## config.mk

```make
export PLATFORM = sky130hd
export DESIGN_NAME = demultiplexer_router_flat
export DESIGN_NICKNAME = d
export VERILOG_FILES = /design/src/rtl/demux_pkg.sv /design/src/rtl/demultiplexer_router_if.sv /design/src/rtl/demultiplexer_router_select_decoder.sv /design/src/rtl/demultiplexer_router.sv /design/src/flat_wrapper.sv
export SDC_FILE = /design/constraint.sdc
export NUM_CORES = 1
export LEC_CHECK = 0
export CAP_MARGIN = 20
export CELL_PAD_IN_SITES_DETAIL_PLACEMENT = 0
export CELL_PAD_IN_SITES_GLOBAL_PLACEMENT = 1
export CORE_MARGIN = 4
export CORE_UTILIZATION = 25
export DETAILED_ROUTE_END_ITERATION = 10
export PLACE_DENSITY_LB_ADDON = 0.1
export SLEW_MARGIN = 20
export SYNTH_ARGS = -nofsm -noshare
export SYNTH_HDL_FRONTEND = slang
export SYNTH_SLANG_ARGS = --single-unit
```

## constraint.sdc

```tcl
create_clock -name clk -period 3.5 [get_ports clk]
set_clock_uncertainty 0.15 [all_clocks]
set_input_delay 0.35 -clock clk [delete_from_list [all_inputs] [get_ports clk]]
set_output_delay 0.35 -clock clk [all_outputs]
set_load 0.005 [all_outputs]
```

## src/rtl/demux_pkg.sv

```systemverilog
// Shared constants and channel state type for the 1-to-4 registered demultiplexer.
package demux_pkg;
    localparam int DEFAULT_WIDTH = 4;
    localparam int NUM_CH        = 4;
    localparam int SEL_W         = 2;

    typedef enum logic {
        CH_EMPTY = 1'b0,
        CH_FULL  = 1'b1
    } ch_state_t;
endpackage

```

## src/rtl/demultiplexer_router_if.sv

```systemverilog
// Producer/consumer bundle of the demultiplexer: one input port, four held output channels.
interface demultiplexer_router_if
    import demux_pkg::*;
#(
    parameter int WIDTH = DEFAULT_WIDTH,
    parameter int CNT_W = 8
);
    logic [WIDTH-1:0]  in_data;
    logic [SEL_W-1:0]  Sel;
    logic              Enable;
    logic              in_valid;
    logic              in_ready;
    logic [WIDTH-1:0]  Y0;
    logic [WIDTH-1:0]  Y1;
    logic [WIDTH-1:0]  Y2;
    logic [WIDTH-1:0]  Y3;
    logic [NUM_CH-1:0] out_valid;
    logic [NUM_CH-1:0] out_ack;
    logic [CNT_W-1:0]  xfer_count;

    // master = producer plus the four consumers; slave = the router itself
    modport master (
        output in_data, Sel, Enable, in_valid, out_ack,
        input  in_ready, Y0, Y1, Y2, Y3, out_valid, xfer_count
    );

    modport slave (
        input  in_data, Sel, Enable, in_valid, out_ack,
        output in_ready, Y0, Y1, Y2, Y3, out_valid, xfer_count
    );
endinterface

```

## src/rtl/demultiplexer_router_select_decoder.sv

```systemverilog
// Channel index to one-hot, gated by an enable; all-zero when the enable is low.
module select_decoder
    import demux_pkg::*;
(
    input  logic [SEL_W-1:0]  sel,
    input  logic              en,
    output logic [NUM_CH-1:0] onehot
);
    generate
        for (genvar gi = 0; gi < NUM_CH; gi++) begin : g_dec
            assign onehot[gi] = en && (sel == SEL_W'(gi));
        end
    endgenerate
endmodule

```

## src/rtl/demultiplexer_router.sv

```systemverilog
// Registered 1-to-4 demultiplexer with per-channel valid/ack hold and a saturating transfer counter.
module demultiplexer_router
    import demux_pkg::*;
#(
    parameter int WIDTH = DEFAULT_WIDTH,
    parameter int CNT_W = 8
)(
    input  logic                   clk,
    input  logic                   reset,
    demultiplexer_router_if.slave  bus
);
    logic [NUM_CH-1:0]             sel_oh;
    logic [NUM_CH-1:0]             xfer_oh;
    logic [NUM_CH-1:0]             valid_vec;
    logic                          in_ready_int;
    logic                          xfer;
    ch_state_t                     state_reg  [NUM_CH];
    ch_state_t                     state_next [NUM_CH];
    logic [NUM_CH-1:0][WIDTH-1:0]  y_reg;
    logic [NUM_CH-1:0][WIDTH-1:0]  y_next;
    logic [CNT_W-1:0]              cnt_reg;
    logic [CNT_W-1:0]              cnt_next;

    select_decoder u_lookup (
        .sel    (bus.Sel),
        .en     (1'b1),
        .onehot (sel_oh)
    );

    // A channel is open when empty, or when its consumer drains it this same cycle.
    assign in_ready_int = !reset && bus.Enable && |(sel_oh & (~valid_vec | bus.out_ack));
    assign xfer         = bus.in_valid && in_ready_int;

    select_decoder u_strobe (
        .sel    (bus.Sel),
        .en     (xfer),
        .onehot (xfer_oh)
    );

    generate
        for (genvar gi = 0; gi < NUM_CH; gi++) begin : g_ch
            assign valid_vec[gi] = (state_reg[gi] == CH_FULL);
            assign y_next[gi]    = xfer_oh[gi] ? bus.in_data : y_reg[gi];

            // A transfer wins over an ack: the old word is consumed, the new one held.
            always_comb begin
                state_next[gi] = state_reg[gi];
                if (xfer_oh[gi])
                    state_next[gi] = CH_FULL;
                else if (bus.out_ack[gi])
                    state_next[gi] = CH_EMPTY;
            end
        end
    endgenerate

    always_comb begin
        cnt_next = cnt_reg;
        if (xfer && (cnt_reg != {CNT_W{1'b1}}))
            cnt_next = cnt_reg + 1'b1;
    end

    always_ff @(posedge clk) begin
        if (reset) begin
            for (int i = 0; i < NUM_CH; i++)
                state_reg[i] <= CH_EMPTY;
            y_reg   <= '0;
            cnt_reg <= '0;
        end else begin
            state_reg <= state_next;
            y_reg     <= y_next;
            cnt_reg   <= cnt_next;
        end
    end

    assign bus.in_ready   = in_ready_int;
    assign bus.out_valid  = valid_vec;
    assign bus.xfer_count = cnt_reg;
    assign bus.Y0         = y_reg[0];
    assign bus.Y1         = y_reg[1];
    assign bus.Y2         = y_reg[2];
    assign bus.Y3         = y_reg[3];
endmodule

```

## src/flat_wrapper.sv

```systemverilog
// flat-port wrapper written by rule: the top's interface ports become plain ports
module demultiplexer_router_flat import demux_pkg::*;
#(
    parameter int WIDTH = DEFAULT_WIDTH,
    parameter int CNT_W = 8
)
  (clk, reset, bus_in_data, bus_Sel, bus_Enable, bus_in_valid, bus_out_ack, bus_in_ready, bus_Y0, bus_Y1, bus_Y2, bus_Y3, bus_out_valid, bus_xfer_count);
  demultiplexer_router_if #(.WIDTH(WIDTH), .CNT_W(CNT_W)) bus_i ();
  input  logic clk;
  input  logic reset;
  input wire logic [$bits(bus_i.in_data)-1:0] bus_in_data;
  input wire logic [$bits(bus_i.Sel)-1:0] bus_Sel;
  input wire logic [$bits(bus_i.Enable)-1:0] bus_Enable;
  input wire logic [$bits(bus_i.in_valid)-1:0] bus_in_valid;
  input wire logic [$bits(bus_i.out_ack)-1:0] bus_out_ack;
  output wire logic [$bits(bus_i.in_ready)-1:0] bus_in_ready;
  output wire logic [$bits(bus_i.Y0)-1:0] bus_Y0;
  output wire logic [$bits(bus_i.Y1)-1:0] bus_Y1;
  output wire logic [$bits(bus_i.Y2)-1:0] bus_Y2;
  output wire logic [$bits(bus_i.Y3)-1:0] bus_Y3;
  output wire logic [$bits(bus_i.out_valid)-1:0] bus_out_valid;
  output wire logic [$bits(bus_i.xfer_count)-1:0] bus_xfer_count;
  assign bus_i.in_data = bus_in_data;
  assign bus_i.Sel = bus_Sel;
  assign bus_i.Enable = bus_Enable;
  assign bus_i.in_valid = bus_in_valid;
  assign bus_i.out_ack = bus_out_ack;
  assign bus_in_ready = bus_i.in_ready;
  assign bus_Y0 = bus_i.Y0;
  assign bus_Y1 = bus_i.Y1;
  assign bus_Y2 = bus_i.Y2;
  assign bus_Y3 = bus_i.Y3;
  assign bus_out_valid = bus_i.out_valid;
  assign bus_xfer_count = bus_i.xfer_count;
  demultiplexer_router #(.WIDTH(WIDTH), .CNT_W(CNT_W)) u_core (.clk(clk), .reset(reset), .bus(bus_i));
endmodule
```

==> run_results.csv <==
group,metric,value,unit
worst_setup_path,timing.rr.end,"u_core.bus.xfer_count[5]",
power_and_ir_drop,p_total,0.000633,W
grt,grt_max_degree,29,
yosys,synth_edf_count,0,
yosys,postSynthCellCount,121,
placed_design,portBuffers,42,
worst_setup_path,crit_path_frequent_cell,"clkdlybuf4s50_1",
die,rows,24,
clock_network,path_clk_slew,0.10,ns
clock_network,ctsHtreeMaxLevel,1,
clock_network,hold_buffers,0,
timing,setup_viol,0,
timing,hold_violations,0,
yosys,ys_ff_latch,28,
timing,rsz0062_at_grt,"false",
route,dr.pass1.iters,4,
yosys,async_flop_share,0,
timing,timing.final.max_slew_violations,0,
worst_setup_path,crit_slowest_cell,"mux4_2",
placed_design,dp_slack,0.618,ns
worst_setup_path,r2r_start,"u_core.bus.out_valid[3]",
worst_setup_path,r2r_setup_slack,1.50,ns
route,wl_per_cell,14.4,µm
timing,maxSlewHeadroom,0.445,
yosys,syn_area_per_cell,9.81,µm²
placed_design,gp_congestion,0.704,
die,core,4470,µm²
worst_setup_path,cp.required,3.00,ns
die,die-area,5920,µm²
power_and_ir_drop,power.density,367,nW/µm²
power_and_ir_drop,power.leakage,0.622,nW
grt,busiest_layer,"met2",
layout,fin_nets,178,
route,antenna_left,0,
die,initial_core_util,0.265,
layout,drive_gt1_frac,0.0617,
grt,grt_first_pass_wirelength,5.13,mm
clock_network,cts_repair_resize_count,0,
grt,use_met1,0.134,
layout,areaGrowthSynthToFinish,45.4,%
yosys,synth_seq_area_share,0.472,
die,pin_count,43,
outcome,status,"completed",
route,num_vias,1023,
yosys,yosysWarningCount,0,
worst_setup_path,reg2reg_depth,4,
worst_setup_path,path_cells,"clkdlybuf4s50_1 > mux4_2 > nor3b_1 > clkdlybuf4s50_1",
clock_network,post_cts_buffers,0,
hold_path,min-delay-start,"u_core.bus.xfer_count[6]",
worst_setup_path,arrival,2.40,ns
clock_network,clk_latency,0.28,ns
timing,fmaxAchievable,345,MHz
worst_setup_path,startpoint_type,"input port",
clock_network,cts.path.max_buffers,2,
die,dieWidth,76.9,µm
clock_network,cts_buffers,3,
yosys,yosysUniqueCellTypes,32,
route,drt_iter0_drc,25,
timing,worst_pin_slew,0.825,ns
layout,layout_commonest_cell,"clkdlybuf4s50_1",
placed_design,dpl.hpwl,2.19,mm
yosys,syn_area,1190,µm²
clock_network,clock_sink_count,28,
grt,gr-usage-met2,0.174,
route,routed_wl,3.09,mm
route,drc,0,
grt,overflow,0,
placed_design,postPlaceCellArea,1660,µm²
layout,finalInstanceArea,1730,µm²
die,die_y,76.9,µm
grt,antenna_found_initial,0,
hold_path,whs_path_depth,2,
clock_network,cts_tree,"done",
timing,fin_ws,0.605,ns
layout,antenna_cells,0,
timing,tns,0,ns
run,maxCapViolations,0,
worst_setup_path,criticalPathCategory,"input port to output port",
yosys,ys.flop_type,"dfxtp_1",
timing,min_period,2.90,ns
grt,grt_pass1_vias,1067,
hold_path,min_to,"u_core.bus.xfer_count[6]",
clock_network,cts-root-buf,"clkbuf_8",
power_and_ir_drop,max-vdd-ir-drop,0.177,mV
layout,layout_common_cells,"clkdlybuf4s50_1, dfxtp_1, nor2_1",
worst_setup_path,critPathLaunch,"bus_Sel[1]",
timing,period_share,0.827,
worst_setup_path,crit_fanout,16,
hold_path,hp-class,"flip-flop to flip-flop",
worst_setup_path,crit_path_end_kind,"output port",
grt,grtUsageMet3,0.0375,
yosys,synth_nets,136,
grt,grt_usage,0.107,
route,vias_per_cell,4.78,
worst_setup_path,cpPeakStageDelay,0.70,ns
[worst max-delay path: cells and delay by family]
family	cells	cell delay, ns
muxes	1	0.70
and+or+nand+nor	1	0.24
buffers and inverters	2	1.11
[stage by stage]
| step | std cells | utilization | hold slack (ns) |
|---|---|---|---|
| after floorplan | 121 | - | 0.320 |
| after global placement | 210 | 0.370 | 0.328 |
| after detailed placement | 210 | 0.370 | 0.333 |
| after CTS | 214 | 0.386 | 0.352 |
| after global routing | 214 | 0.386 | 0.375 |
| final | 214 | 0.386 | 0.348 |
[worst max-delay path by stage]
stage          cells after the start  slack [ns]           end
2_1_floorplan                      4        1.65  bus_in_ready
5_1_grt                            4        0.49  bus_in_ready
3_3_place_gp                       4        0.62  bus_in_ready
6_report                           4        0.60  bus_in_ready
3_5_place_dp                       4        0.62  bus_in_ready
4_1_cts                            4        0.61  bus_in_ready
[where the power goes]
part           internal [W]  switching [W]  leakage, nW
Combinational     0.0000283      0.0000221        0.360
Sequential         0.000322     0.00000249        0.226
Clock              0.000153       0.000105       0.0357
Total              0.000504       0.000130        0.622
[routing by layer]
metal  share of wire  up-vias
li1                -      517
met1            0.49      476
met2            0.44       28
met3           0.058        2
met4          0.0078        0
met5               0        -
[cell usage after synthesis (2+ instances only)]
cell type,instances,area (µm²)
a21oi_1,7,35.0
buf_2,2,10.0
clkbuf_1,4,15.0
dfxtp_1,28,561
inv_1,3,11.3
mux2i_1,17,170
nand2_1,3,11.3
nand2b_1,2,12.5
nand3_1,3,15.0
nand4_1,2,12.5
nor2_1,20,75.1
nor2b_1,2,12.5
nor2b_4,2,27.5
o21ai_0,3,15.0
o31ai_1,2,15.0
o41ai_1,2,17.5
or3_1,3,18.8
or4_1,2,15.0
[cells by family (layout without fill, tap and decap cells)]
group	count (synthesis)	after routing	share of synthesized area
compound gates	18	18	0.0948
fa+ha+maj	1	1	0.0105
buf+inv	9	50	0.0306
flops	28	28	0.472
mux	18	18	0.162
simple gates	47	47	0.230
[sequential cells by signal, indices dropped and copies added (netlist names)]
name,flops
u_core.bus.Y0,4
u_core.bus.Y1,4
u_core.bus.Y2,4
u_core.bus.Y3,4
u_core.bus.out_valid,4
u_core.bus.xfer_count,8
[layout make-up]
class                   instances  area (µm²)
clock buffers                   3        41.3
clock inverters                 1        30.0
fillers                       454        2750
inverters                       3        11.3
multi-input cells              84         591
flip-flops and latches         28         561
well taps                      52        65.1
repair buffers                 43         428
Note: power is estimated with default switching activity, not from simulation.
